### config.mk
export PLATFORM = sky130hd
export DESIGN_NAME = state_selector
export DESIGN_NICKNAME = d
export VERILOG_FILES = /design/src/rtl/state_selector_pkg.sv /design/src/rtl/state_selector_button_debouncer.sv /design/src/rtl/state_selector.sv
export SDC_FILE = /design/constraint.sdc
export NUM_CORES = 1
export LEC_CHECK = 0
export BUFFER_PORTS_ARGS = -buffer_cell sky130_fd_sc_hd__buf_2
export CAP_MARGIN = 20
export CORE_MARGIN = 3
export CORE_UTILIZATION = 55
export CTS_BUF_LIST = sky130_fd_sc_hd__clkbuf_8 sky130_fd_sc_hd__clkbuf_16
export DETAILED_ROUTE_END_ITERATION = 7
export PLACE_DENSITY = 0.69
export SETUP_SLACK_MARGIN = 0.2
export SYNTH_ARGS = -nofsm -noshare
export SYNTH_HDL_FRONTEND = slang
export SYNTH_SLANG_ARGS = --single-unit
### constraint.sdc
create_clock -name clk -period 6.7 [get_ports clk]
set_input_delay 1.34 -clock clk [delete_from_list [all_inputs] [get_ports clk]]
set_output_delay 1.34 -clock clk [all_outputs]
set_load 0.01 [all_outputs]
### src/rtl/state_selector_pkg.sv
// Shared types and helpers for the button-driven state selector.
package state_sel_pkg;

    typedef logic [7:0] state_t;

    typedef enum logic [1:0] {
        IDLE,
        PRESS_WAIT,
        PRESSED,
        RELEASE_WAIT
    } debounce_state_t;

    // Step up with wrap from max back to zero.
    function automatic state_t wrap_inc(input state_t cur, input state_t max);
        return (cur == max) ? 8'h00 : cur + 8'd1;
    endfunction

    // Step down with wrap from zero up to max.
    function automatic state_t wrap_dec(input state_t cur, input state_t max);
        return (cur == 8'h00) ? max : cur - 8'd1;
    endfunction

    // Largest of three cycle counts; sizes the shared wait counters.
    function automatic int unsigned max3(input int unsigned a, input int unsigned b,
                                         input int unsigned c);
        int unsigned m;
        m = (a > b) ? a : b;
        return (m > c) ? m : c;
    endfunction

endpackage

### src/rtl/state_selector_button_debouncer.sv
// Synchronizer + debounce FSM for one raw button, emitting a one-cycle press_evt.
// Auto-repeat while held is built only when STATE_SEL_AUTO_REPEAT_EN is defined.
module button_debouncer
    import state_sel_pkg::*;
#(
    parameter int unsigned DEBOUNCE_CYCLES = 500000,
    parameter int unsigned REPEAT_DELAY    = 25000000,
    parameter int unsigned REPEAT_PERIOD   = 5000000
) (
    input  logic clk,
    input  logic rst,
    input  logic btn,
    output logic press_evt
);

    localparam int unsigned CNT_W = $clog2(max3(DEBOUNCE_CYCLES, REPEAT_DELAY, REPEAT_PERIOD) + 1);
    localparam logic [CNT_W-1:0] DB_TARGET = CNT_W'(DEBOUNCE_CYCLES);

    logic [1:0]       sync_ff;
    logic             sync;
    debounce_state_t  db_state;
    logic [CNT_W-1:0] cnt;
    logic [CNT_W-1:0] cnt_inc;

    assign sync    = sync_ff[1];
    assign cnt_inc = cnt + CNT_W'(1);

`ifdef STATE_SEL_AUTO_REPEAT_EN
    localparam logic [CNT_W-1:0] RD_TARGET = CNT_W'(REPEAT_DELAY);
    localparam logic [CNT_W-1:0] RP_TARGET = CNT_W'(REPEAT_PERIOD);

    logic [CNT_W-1:0] hold;
    logic [CNT_W-1:0] hold_inc;
    logic             repeating;

    assign hold_inc = hold + CNT_W'(1);
`endif

    // Two-flop synchronizer for the asynchronous pin.
    always_ff @(posedge clk or posedge rst) begin
        if (rst) begin
            sync_ff <= 2'b00;
        end else begin
            sync_ff <= {sync_ff[0], btn};
        end
    end

    // Debounce FSM; the cycle that enters a wait counts as its first stable cycle.
    always_ff @(posedge clk or posedge rst) begin
        if (rst) begin
            db_state  <= IDLE;
            cnt       <= '0;
            press_evt <= 1'b0;
`ifdef STATE_SEL_AUTO_REPEAT_EN
            hold      <= '0;
            repeating <= 1'b0;
`endif
        end else begin
            press_evt <= 1'b0;
            case (db_state)
                IDLE: begin
                    if (sync) begin
                        if (DEBOUNCE_CYCLES <= 1) begin
                            db_state  <= PRESSED;
                            press_evt <= 1'b1;
                            cnt       <= '0;
                        end else begin
                            db_state <= PRESS_WAIT;
                            cnt      <= CNT_W'(1);
                        end
                    end
                end
                PRESS_WAIT: begin
                    if (!sync) begin
                        db_state <= IDLE;
                        cnt      <= '0;
                    end else if (cnt_inc == DB_TARGET) begin
                        db_state  <= PRESSED;
                        press_evt <= 1'b1;
                        cnt       <= '0;
                    end else begin
                        cnt <= cnt_inc;
                    end
                end
                PRESSED: begin
                    if (!sync) begin
                        db_state <= (DEBOUNCE_CYCLES <= 1) ? IDLE : RELEASE_WAIT;
                        cnt      <= (DEBOUNCE_CYCLES <= 1) ? '0 : CNT_W'(1);
`ifdef STATE_SEL_AUTO_REPEAT_EN
                        hold      <= '0;
                        repeating <= 1'b0;
                    end else if (hold_inc == (repeating ? RP_TARGET : RD_TARGET)) begin
                        press_evt <= 1'b1;
                        hold      <= '0;
                        repeating <= 1'b1;
                    end else begin
                        hold <= hold_inc;
`endif
                    end
                end
                RELEASE_WAIT: begin
                    if (sync) begin
                        db_state <= PRESSED;
                        cnt      <= '0;
                    end else if (cnt_inc == DB_TARGET) begin
                        db_state <= IDLE;
                        cnt      <= '0;
                    end else begin
                        cnt <= cnt_inc;
                    end
                end
                default: begin
                    db_state <= IDLE;
                    cnt      <= '0;
                end
            endcase
        end
    end

endmodule

### src/rtl/state_selector.sv
// Debounced up/down buttons stepping a wrapping state register with a change strobe.
// Define STATE_SEL_AUTO_REPEAT_EN to enable auto-repeat while a button is held.
module state_selector
    import state_sel_pkg::*;
#(
    parameter int unsigned DEBOUNCE_CYCLES = 500000,
    parameter state_t      STATE_MAX       = 8'hFF,
    parameter state_t      STATE_RESET     = 8'h00,
    parameter int unsigned REPEAT_DELAY    = 25000000,
    parameter int unsigned REPEAT_PERIOD   = 5000000
) (
    input  logic       clk,
    input  logic       rst,
    input  logic       btn_up,
    input  logic       btn_down,
    output logic [7:0] state,
    output logic       state_change
);

    logic up_evt;
    logic down_evt;

    button_debouncer #(
        .DEBOUNCE_CYCLES(DEBOUNCE_CYCLES),
        .REPEAT_DELAY   (REPEAT_DELAY),
        .REPEAT_PERIOD  (REPEAT_PERIOD)
    ) u_up (
        .clk      (clk),
        .rst      (rst),
        .btn      (btn_up),
        .press_evt(up_evt)
    );

    button_debouncer #(
        .DEBOUNCE_CYCLES(DEBOUNCE_CYCLES),
        .REPEAT_DELAY   (REPEAT_DELAY),
        .REPEAT_PERIOD  (REPEAT_PERIOD)
    ) u_down (
        .clk      (clk),
        .rst      (rst),
        .btn      (btn_down),
        .press_evt(down_evt)
    );

    // Simultaneous up and down events cancel out.
    always_ff @(posedge clk or posedge rst) begin
        if (rst) begin
            state        <= STATE_RESET;
            state_change <= 1'b0;
        end else begin
            state_change <= 1'b0;
            if (up_evt && !down_evt) begin
                state        <= wrap_inc(state, STATE_MAX);
                state_change <= 1'b1;
            end else if (down_evt && !up_evt) begin
                state        <= wrap_dec(state, STATE_MAX);
                state_change <= 1'b1;
            end
        end
    end

endmodule
==> impl_metrics.sql, run 1 <==
INSERT INTO impl_metrics (metric_group, metric, value, unit) VALUES
('status', 'run_status', 'finished clean', ''),
('clocking', 'ctsLongestPathBuffers', '2', ''),
('global_routing', 'grt_first_pass_wirelength', '16630', 'um'),
('timing', 'final_min_period_over_clock_period', '55.98', '%'),
('job', 'cap_violations', '0', ''),
('worst_hold_path', 'hold_depth', '0', ''),
('die', 'design.die.area', '9181', 'um2'),
('setup_path', 'cp-end-kind', 'register', ''),
('setup_path', 'timing.critical_path.required', '6930', 'ps'),
('timing', 'hold_violation_count_in_the_final_report', '0', ''),
('layout', 'mostFrequentLayoutCell', 'sky130_fd_sc_hd__dfrtp_1', ''),
('clocking', 'worst_skew_pair.late_latency', '340', 'ps'),
('drt', 'drt-vias-per-instance', '6.171', ''),
('setup_path', 'critPathMaxStageDelay', '720', 'ps'),
('setup_path', 'crit_family', 'simple AND/OR/NAND/NOR gates', ''),
('drt', 'drt_first_pass_iters', '5', ''),
('die', 'fp.dieW', '95.82', 'um'),
('clocking', 'tritoncts', 'yes', ''),
('drt', 'wl', '9972', 'um'),
('synth', 'synth_enable_flop_cells', '0', ''),
('timing', 'report.final.setup_viol', '0', ''),
('clocking', 'cts-root-buf', 'sky130_fd_sc_hd__clkbuf_8', ''),
('synth', 'netlist_instances', '545', ''),
('synth', 'yosysWarningCount', '0', ''),
('die', 'start_util', '57.12', '%'),
('timing', 'setup_clock_skew_after_layout', '11.63', 'ps'),
('worst_hold_path', 'worstHoldPathType', 'register to register', ''),
('setup_path', 'critical_path.slowest_cell', 'sky130_fd_sc_hd__o31ai_2', ''),
('global_routing', 'grt-ovfl-total', '0', ''),
('drt', 'route.vias.total', '3962', ''),
('die', 'die_h', '95.82', 'um'),
('setup_path', 'count_of_buffer_and_inverter_cells_on_the_critical_path', '0', ''),
('synth', 'async_flop_share', '100.0', '%'),
('placement', 'numPortBuffers', '12', ''),
('timing', 'worst_slew_slack_as_a_fraction_of_its_limit', '37.65', '%'),
('power_and_ir_drop', 'cellLeakagePower', '1.992', 'nW'),
('die', 'rows', '32', ''),
('setup_path', 'timing_worst_setup_path_type', 'register to register', ''),
('timing', 'grt_setup_unrepaired', 'false', ''),
('setup_path', 'start_kind', 'register', ''),
('timing', 'tns', '0', 'ps'),
('layout', 'finalNetCount', '548', ''),
('synth', 'seq_area_frac_synth', '38.92', '%'),
('clocking', 'numClockSinks', '69', ''),
('drt', 'route.detailed.wl_per_inst', '15.53', 'um'),
('setup_path', 'arrival', '3980', 'ps'),
('global_routing', 'first_global_vias', '3532', ''),
('layout', 'area_delta_synth_final', '5.048', '%'),
('clocking', 'postCtsResizedCells', '0', ''),
('drt', 'detail_route.iter0.violations', '158', ''),
('synth', 'synthesis.nets', '555', ''),
('placement', 'gp_congestion', '0.8552', ''),
('clocking', 'tritoncts.num_buffers', '9', ''),
('timing', 'max_slew.worst_pin.slew', '934.2', 'ps'),
('global_routing', 'grt.total_usage', '22.95', '%'),
('setup_path', 'path_depth', '9', ''),
('layout', 'mostFrequentLayoutCells', 'sky130_fd_sc_hd__dfrtp_1 (69), sky130_fd_sc_hd__nand2_1 (67), sky130_fd_sc_hd__nand3_1 (43), sky130_fd_sc_hd__o21ai_0 (42), sky130_fd_sc_hd__nor2_1 (37)', ''),
('timing', 'maxClockFrequency', '266.6', 'MHz'),
('setup_path', 'worstPathCellList', 'ha_1 -> nand4_1 -> or4_1 -> or3_4 -> a221oi_2 -> nand3_1 -> o31ai_2 -> o21ai_0 -> a21o_1', ''),
('layout', 'layout-drive-gt1-share', '7.407', '%'),
('die', 'io_pins', '13', ''),
('setup_path', 'worstPathMaxFanout', '11', ''),
('synth', 'ys_seq_elements', '69', ''),
('synth', 'ys.flop_type', 'sky130_fd_sc_hd__dfrtp_1', ''),
('power_and_ir_drop', 'worst_ir_drop_vdd', '0.08758', 'mV'),
('power_and_ir_drop', 'pwr_density_cell', '163.4', 'nW/um2'),
('synth', 'syn-cell-area', '4437', 'um2'),
('clocking', 'cts.hold.buffers_added', '0', ''),
('die', 'core-area', '7767', 'um2'),
('setup_path', 'rr_worst_depth', '9', ''),
('power_and_ir_drop', 'totalPowerFinal', '0.0007616', 'W');
-- logic make-up after synthesis --
group,after synthesis,share of synthesized area [%]
AOI/OAI and AO/OA,134,19.09
xor gates and xnor gates,15,2.961
adders and majority gates,6,1.692
buffers and inverters,50,4.625
DFF,69,38.92
muxes,9,2.087
and+or+nand+nor,262,30.63
-- metal layers --
layer	vias to the layer above	GRT usage (%)	wire length, um
met4	0	7.583	129
met5	-	0	0
met3	13	3.987	398
li1	1975	-	-
met2	82	37.58	4756
met1	1892	30.84	4687
-- synthesized netlist by cell type, drive strengths merged (2+ instances only) --
cell type | count | area [um2]
dfrtp | 69 | 1727
nand2 | 67 | 251.5
o21ai | 45 | 225.2
nand3 | 43 | 215.2
nor2 | 38 | 142.6
a21oi | 27 | 135.1
clkbuf | 26 | 98.84
nand4 | 21 | 131.4
inv | 17 | 63.81
nor3 | 14 | 70.07
and3 | 13 | 81.33
a31oi | 12 | 75.07
o31ai | 12 | 95.09
a21o | 11 | 82.58
and2 | 9 | 56.30
xnor2 | 9 | 78.83
and4 | 7 | 61.31
buf | 7 | 42.54
mux2i | 7 | 70.07
nor3b | 7 | 52.55
or3 | 7 | 48.80
ha | 6 | 75.07
nand2b | 6 | 37.54
nor2b | 6 | 37.54
nor4 | 6 | 37.54
xor2 | 6 | 52.55
or2 | 5 | 31.28
nand3b | 4 | 30.03
or4 | 4 | 30.03
a32oi | 3 | 26.28
nor4b | 3 | 26.28
a211oi | 2 | 15.01
mux2 | 2 | 22.52
nand4b | 2 | 17.52
o211ai | 2 | 15.01
o221ai | 2 | 17.52
o31a | 2 | 17.52
-- layout make-up --
class	instances	area [um2]
clock inverter	3	15.01
inverter	17	63.81
timing repair buffer	15	82.58
clock buffer	10	137.6
fill	713	3107
sequential	69	1727
multi-input combinational	426	2507
tap	102	127.6
-- sequential cells by signal (all words and copies together) (netlist names), named ones only --
name	cells
u_down.sync_ff	2
u_down.cnt	25
u_down.db_state	1
u_up.sync_ff	2
u_down.press_evt	1
u_up.db_state	1
state_change	1
u_up.press_evt	1
state	8
u_up.cnt	25
-- worst paths after layout --
| kind | startpoint | endpoint | slack [ps] |
|---|---|---|---|
| setup / recovery | u_down.cnt[0] | u_down.cnt[17] | 2950 |
| hold / removal | u_down.sync_ff[0] | u_down.sync_ff[1] | 350 |
| setup reg to reg | u_down.cnt[0] | u_down.cnt[17] | 2950 |
| hold reg to reg | u_down.sync_ff[0] | u_down.sync_ff[1] | 350 |
| max in group asynchronous | rst | u_up.cnt[12] | 4690 |
| min in group asynchronous | rst | state[4] | 1020 |
-- power breakdown --
group          total (W)  switching [W]  leakage, nW  internal (W)
combinational  0.0000425      0.0000302        0.965     0.0000123
sequential      0.000430     0.00000831        0.943      0.000422
clock           0.000289       0.000152       0.0836      0.000136
-- per-stage QoR --
step | util, % | std cells | setup slack (ps) | hold WS [ps] | area (um2)
after floorplan | - | 545 | 3620 | 331.2 | 4437
after global placement | 58.04 | 629 | 3050 | 338.1 | 4508
after detailed placement | 58.04 | 629 | 2930 | 337.9 | 4508
after CTS | 60.00 | 642 | 2906 | 354.6 | 4661
after global routing | 60.00 | 642 | 2602 | 361.9 | 4661
final | 60.00 | 642 | 2950 | 350.9 | 4661
Power figures use the tool's default switching activity.
==> run 2, diff against run 1 <==
- clock period: 6.7 -> 3.8 ns (I/O delays scaled with it)
==> run 2 against run 1 <==
Against the previous run:
- fmax grew 7.6%
- first-iteration DRC count grew 32%
- design area grew 3.0%
- worst hold slack lost 0.62 ps
- global-route usage grew 0.47 points
- power grew 110%
- via count grew 2.5%
- sequential share of layout area shrank 1.1 points
- largest power group unchanged
==> impl_metrics.sql, run 2 (synthesis results as in run 1) <==
INSERT INTO impl_metrics (metric_group, metric, value, unit) VALUES
('status', 'run_status', 'finished clean', ''),
('timing', 'report.final.setup_viol', '0', ''),
('layout', 'reg.largest.list', 'u_down.cnt: 25 flops, u_up.cnt: 25 flops, state: 8 flops', ''),
('setup_path', 'timing.reg2reg.setup_slack', '310', 'ps'),
('setup_path', 'timing.critical_path.required', '4000', 'ps'),
('timing', 'max_slew.worst_pin.slew', '833.7', 'ps'),
('timing', 'worst_slack', '313.9', 'ps'),
('timing', 'grt_setup_unrepaired', 'false', ''),
('setup_path', 'crit_family', 'compound AO/OA/AOI/OAI gates', ''),
('setup_path', 'count_of_buffer_and_inverter_cells_on_the_critical_path', '0', ''),
('clocking', 'htree_num_levels', '3', ''),
('power_and_ir_drop', 'worst_ir_drop_vdd', '0.1543', 'mV'),
('setup_path', 'cp-end-kind', 'register', ''),
('die', 'rows', '32', ''),
('setup_path', 'worst_r2r_startpoint', 'u_down.cnt[0]', ''),
('global_routing', 'grt.total_usage', '23.42', '%'),
('placement', 'numPortBuffers', '12', ''),
('setup_path', 'critical_path.reg2reg.endpoint', 'u_down.cnt[18]', ''),
('global_routing', 'grt_start_max_net_pins', '52', ''),
('timing', 'maxClockFrequency', '286.9', 'MHz'),
('clocking', 'clkTransAtPathRegs', '70', 'ps'),
('drt', 'wl', '10140', 'um'),
('drt', 'remaining_drc_errors', '0', ''),
('clocking', 'cts-root-buf', 'sky130_fd_sc_hd__clkbuf_8', ''),
('die', 'die_h', '95.82', 'um'),
('timing', 'worst_slew_slack_as_a_fraction_of_its_limit', '42.98', '%'),
('setup_path', 'arrival', '3680', 'ps'),
('die', 'core-area', '7767', 'um2'),
('placement', 'gp_congestion', '0.9117', ''),
('die', 'start_util', '57.12', '%'),
('drt', 'drt_first_pass_iters', '5', ''),
('layout', 'finalNetCount', '554', ''),
('layout', 'final_cells', '651', ''),
('clocking', 'tritoncts', 'yes', ''),
('clocking', 'ctsLongestPathBuffers', '2', ''),
('drt', 'detail_route.iter0.violations', '208', ''),
('layout', 'mostFrequentLayoutCell', 'sky130_fd_sc_hd__dfrtp_1', ''),
('setup_path', 'worstPathMaxFanout', '7', ''),
('drt', 'route.antenna.remaining_nets', '0', ''),
('die', 'io_pins', '13', ''),
('worst_hold_path', 'worstHoldPathType', 'register to register', ''),
('setup_path', 'worstPathCellList', 'ha_1 -> nand4_1 -> or4_4 -> or3_4 -> a221oi_2 -> o211ai_1 -> a2111oi_0 -> o221ai_1', ''),
('timing', 'hold_ws', '350.2', 'ps'),
('power_and_ir_drop', 'cellLeakagePower', '2.063', 'nW'),
('timing', 'tns', '0', 'ps'),
('die', 'fp.dieW', '95.82', 'um'),
('global_routing', 'grt-ovfl-total', '0', ''),
('clocking', 'worst_skew_pair.late_latency', '370', 'ps'),
('clocking', 'numClockSinks', '69', ''),
('setup_path', 'critical_path.slowest_cell', 'sky130_fd_sc_hd__a2111oi_0', ''),
('worst_hold_path', 'hold_depth', '0', ''),
('clocking', 'tritoncts.num_buffers', '9', ''),
('die', 'design.die.area', '9181', 'um2'),
('timing', 'final-max-slew-violation-count', '0', ''),
('power_and_ir_drop', 'pwr_density_cell', '331.7', 'nW/um2'),
('setup_path', 'critPathMaxStageDelay', '680', 'ps'),
('layout', 'area_delta_synth_final', '8.235', '%'),
('drt', 'route.detailed.wl_per_inst', '15.58', 'um'),
('setup_path', 'start_kind', 'register', ''),
('job', 'cap_violations', '0', ''),
('drt', 'drt-vias-per-instance', '6.238', ''),
('global_routing', 'antenna_violations_before_repair', '0', ''),
('layout', 'layout-drive-gt1-share', '8.743', '%'),
('global_routing', 'first_global_vias', '3583', ''),
('placement', 'hpwl', '6865', 'um'),
('placement', 'place_worst_setup_slack', '378.9', 'ps'),
('clocking', 'cts.hold.buffers_added', '0', ''),
('setup_path', 'rr_worst_depth', '8', ''),
('timing', 'setup_clock_skew_after_layout', '13.58', 'ps'),
('timing', 'layout_min_cycle_time', '3486', 'ps'),
('timing', 'final_min_period_over_clock_period', '91.74', '%'),
('placement', 'numPlacedInstances', '633', ''),
('layout', 'mostFrequentLayoutCells', 'sky130_fd_sc_hd__dfrtp_1 (69), sky130_fd_sc_hd__nand2_1 (67), sky130_fd_sc_hd__nand3_1 (43), sky130_fd_sc_hd__o21ai_0 (42), sky130_fd_sc_hd__nor2_1 (38)', ''),
('layout', 'diodes', '0', ''),
('drt', 'route.vias.total', '4061', ''),
('worst_hold_path', 'hold_end', 'u_down.sync_ff[1]', ''),
('global_routing', 'grt_first_pass_wirelength', '16980', 'um'),
('timing', 'hold_violation_count_in_the_final_report', '0', ''),
('worst_hold_path', 'hold_start', 'u_down.sync_ff[0]', ''),
('setup_path', 'timing_worst_setup_path_type', 'register to register', ''),
('setup_path', 'path_depth', '8', '');
==> run 2: repair_timing <==
action	in CTS	in global routing
hold endpoints to repair	0	0
buffers inserted	0	2
gates resized for setup	0	1
endpoints found under the setup margin	0	8
==> run 2: metal layers <==
metal	routed length [um]	global-route usage (%)
met4	155	7.938
met2	4927	38.16
met5	0	0
met3	423	3.753
met1	4633	31.71
==> run 2: how the worst max path moves through the flow <==
| stage | start | end | slack [ps] |
|---|---|---|---|
| 2_1_floorplan | u_down.cnt[0] | u_down.cnt[2] | 770 |
| 3_3_place_gp | u_down.cnt[0] | u_down.cnt[17] | 490 |
| 3_5_place_dp | u_down.cnt[0] | u_down.cnt[17] | 380 |
| 4_1_cts | u_down.cnt[0] | u_down.cnt[17] | 350 |
| 5_1_grt | u_down.cnt[0] | u_down.cnt[17] | 260 |
| 6_report | u_down.cnt[0] | u_down.cnt[18] | 310 |
==> run 2: per-stage QoR <==
stage          power (W)  util (%)  area, um2
5_1_grt         0.001655     61.82       4802
4_1_cts         0.001605     61.58       4783
3_5_place_dp   0.0008504     58.39       4536
3_3_place_gp   0.0008483     58.39       4536
2_1_floorplan  0.0008272         -       4437
6_report        0.001593     61.82       4802
==> run 2: area by class of cell <==
class / count / area (um2)
Fill cell: 711 / 2965
Clock buffer: 10 / 137.6
Timing Repair Buffer: 21 / 127.6
Inverter: 17 / 63.81
Tap cell: 102 / 127.6
Sequential cell: 69 / 1727
Multi-Input combinational cell: 426 / 2509
Clock inverter: 6 / 110.1
==> run 2: worst reg2reg max path, cell delays in order (launching register included) <==
cell and delay (ps):
sky130_fd_sc_hd__dfrtp_1 440, sky130_fd_sc_hd__ha_1 300, sky130_fd_sc_hd__nand4_1 260, sky130_fd_sc_hd__or4_4 600, sky130_fd_sc_hd__or3_4 360, sky130_fd_sc_hd__a221oi_2 310
sky130_fd_sc_hd__o211ai_1 140, sky130_fd_sc_hd__a2111oi_0 680, sky130_fd_sc_hd__o221ai_1 240
==> run 2: report_power, final <==
group          switching, W  internal (W)
sequential        0.0000142      0.000744
clock              0.000304      0.000454
combinational     0.0000532     0.0000231
total              0.000372       0.00122
==> run 3, diff against run 2 <==
- BUFFER_PORTS_ARGS: -buffer_cell sky130_fd_sc_hd__buf_2 -> -buffer_cell sky130_fd_sc_hd__buf_4
==> run 3 against run 2 <==
Against the previous run:
- combinational power rose by 5.1%
- highest routed layer unchanged
- via count fell by 0.30%
- clock-buffer cell count did not move
- worst setup slack improved by 100 ps
- critical path type unchanged
- flip-flop and latch count did not move
- first-iteration DRC count fell by 6.3%
- register-to-register slack improved by 100 ps
- clock skew fell by 5.7 ps
- die area did not move
- final cell count fell by 0.15%
- sequential power barely moved
==> impl_metrics.sql, run 3 (synthesis results as in run 1) <==
INSERT INTO impl_metrics (metric_group, metric, value, unit) VALUES
('timing', 'final_min_period_over_clock_period', '89.12', '%'),
('status', 'run_status', 'finished clean', ''),
('layout', 'mostFrequentLayoutCell', 'sky130_fd_sc_hd__dfrtp_1', ''),
('setup_path', 'timing.critical_path.required', '4050', 'ps'),
('die', 'fp.dieW', '95.82', 'um'),
('timing', 'max_slew.worst_pin.slew', '787.2', 'ps'),
('drt', 'drt-vias-per-instance', '6.229', ''),
('drt', 'wl', '10260', 'um'),
('timing', 'setup_clock_skew_after_layout', '7.873', 'ps'),
('clocking', 'tritoncts.num_buffers', '9', ''),
('layout', 'reg.largest.list', 'u_down.cnt: 25 flops, u_up.cnt: 25 flops, state: 8 flops', ''),
('clocking', 'cts-root-buf', 'sky130_fd_sc_hd__clkbuf_8', ''),
('clocking', 'ctsLongestPathBuffers', '2', ''),
('timing', 'layout_min_cycle_time', '3387', 'ps'),
('power_and_ir_drop', 'totalPowerFinal', '0.001373', 'W'),
('worst_hold_path', 'worstHoldPathType', 'register to register', ''),
('timing', 'hold_violation_count_in_the_final_report', '0', ''),
('clocking', 'clkTransAtPathRegs', '70', 'ps'),
('drt', 'route.vias.total', '4049', ''),
('layout', 'mostFrequentLayoutCells', 'sky130_fd_sc_hd__dfrtp_1 (69), sky130_fd_sc_hd__nand2_1 (67), sky130_fd_sc_hd__nand3_1 (43), sky130_fd_sc_hd__o21ai_0 (42), sky130_fd_sc_hd__nor2_1 (38)', ''),
('die', 'die_h', '95.82', 'um'),
('job', 'cap_violations', '0', ''),
('placement', 'numPlacedInstances', '634', ''),
('timing', 'tns', '0', 'ps'),
('die', 'core-area', '7767', 'um2'),
('timing', 'final-max-slew-violation-count', '0', ''),
('die', 'start_util', '57.12', '%'),
('power_and_ir_drop', 'worst_ir_drop_vdd', '0.1518', 'mV'),
('drt', 'detail_route.iter0.violations', '195', ''),
('die', 'design.die.area', '9181', 'um2'),
('placement', 'hpwl', '7079', 'um'),
('layout', 'final_cells', '650', ''),
('global_routing', 'grt-ovfl-total', '0', ''),
('setup_path', 'arrival', '3630', 'ps'),
('setup_path', 'start_kind', 'register', ''),
('global_routing', 'first_global_vias', '3610', ''),
('clocking', 'cts.hold.buffers_added', '0', ''),
('clocking', 'numClockSinks', '69', ''),
('timing', 'report.final.setup_viol', '0', ''),
('die', 'rows', '32', ''),
('global_routing', 'grt.total_usage', '23.23', '%'),
('drt', 'drt_first_pass_iters', '5', ''),
('setup_path', 'worstPathMaxFanout', '9', ''),
('global_routing', 'grt_start_max_net_pins', '35', ''),
('drt', 'route.antenna.remaining_nets', '0', ''),
('setup_path', 'cp-end-kind', 'register', ''),
('layout', 'diodes', '0', ''),
('clocking', 'postCtsSetupBuffers', '0', ''),
('power_and_ir_drop', 'cellLeakagePower', '2.035', 'nW'),
('placement', 'numPortBuffers', '12', ''),
('setup_path', 'timing_worst_setup_path_type', 'register to register', ''),
('layout', 'layout-drive-gt1-share', '8.394', '%'),
('placement', 'gp_congestion', '0.8551', ''),
('die', 'io_pins', '13', ''),
('clocking', 'htree_num_levels', '3', ''),
('timing', 'worst_slew_slack_as_a_fraction_of_its_limit', '47.52', '%'),
('clocking', 'worst_skew_pair.late_latency', '360', 'ps'),
('global_routing', 'antenna_violations_before_repair', '0', ''),
('timing', 'grt_setup_unrepaired', 'false', ''),
('layout', 'finalNetCount', '553', ''),
('drt', 'remaining_drc_errors', '0', ''),
('global_routing', 'grt_first_pass_wirelength', '16790', 'um'),
('timing', 'maxClockFrequency', '295.3', 'MHz'),
('layout', 'area_delta_synth_final', '6.966', '%'),
('power_and_ir_drop', 'pwr_density_cell', '289.4', 'nW/um2'),
('drt', 'route.detailed.wl_per_inst', '15.78', 'um'),
('clocking', 'tritoncts', 'yes', '');
==> run 3: power by group <==
group / switching, W / internal, W
sequential: 0.0000148 / 0.000744
combinational: 0.0000552 / 0.0000249
clock: 0.000287 / 0.000248
total: 0.000357 / 0.00102
==> run 3: worst paths after layout <==
kind / start / end / slack, ps / cells past startpoint
hold reg to reg: u_down.sync_ff[0] / u_down.sync_ff[1] / 350 / 0
min in group asynchronous: rst / state[2] / 530 / 2
setup / recovery: u_down.cnt[0] / u_down.cnt[17] / 410 / 10
hold / removal: u_down.sync_ff[0] / u_down.sync_ff[1] / 350 / 0
setup reg to reg: u_down.cnt[0] / u_down.cnt[17] / 410 / 10
max in group asynchronous: rst / u_up.cnt[14] / 2530 / 3
==> run 3: stage by stage <==
stage	setup WS, ps	utilization (%)	hold slack (ps)	cell area, um2
after global routing	224.2	61.10	362.0	4746
final	413.4	61.10	350.8	4746
after global placement	495.9	58.88	334.2	4573
after CTS	361.2	61.05	353.8	4742
after floorplan	767.8	-	331.2	4437
after detailed placement	371.3	58.88	337.2	4573
==> run 3: final cells by class <==
type,instances,area [um2]
clock buffer,10,137.6
clock inverter,6,31.28
tap,102,127.6
inverter,17,63.81
multi-input combinational,426,2509
sequential,69,1727
timing repair buffer,20,150.1
fill,731,3022
==> run 3: routing by layer <==
layer	global-route usage (%)	share of wire, %	vias to the layer above
met4	8.294	1.6	0
met3	4.300	4.0	13
li1	-	-	1995
met1	30.22	46	1955
met5	0	0	-
met2	38.68	48	86
==> run 3: timing repair <==
item	CTS	global route
endpoints found under the setup margin	0	7
endpoints found under the hold margin	0	0
gates resized for setup	0	1
==> run 3: critical path, stage by stage, from the launching register on <==
cell and delay (ps):
sky130_fd_sc_hd__dfrtp_1 450, sky130_fd_sc_hd__ha_1 310, sky130_fd_sc_hd__nand4_1 280, sky130_fd_sc_hd__or4_4 600
sky130_fd_sc_hd__or3_4 360, sky130_fd_sc_hd__a221oi_2 300, sky130_fd_sc_hd__nand3_1 140, sky130_fd_sc_hd__o31ai_2 330
sky130_fd_sc_hd__buf_4 220, sky130_fd_sc_hd__o21ai_0 100, sky130_fd_sc_hd__a21o_1 180
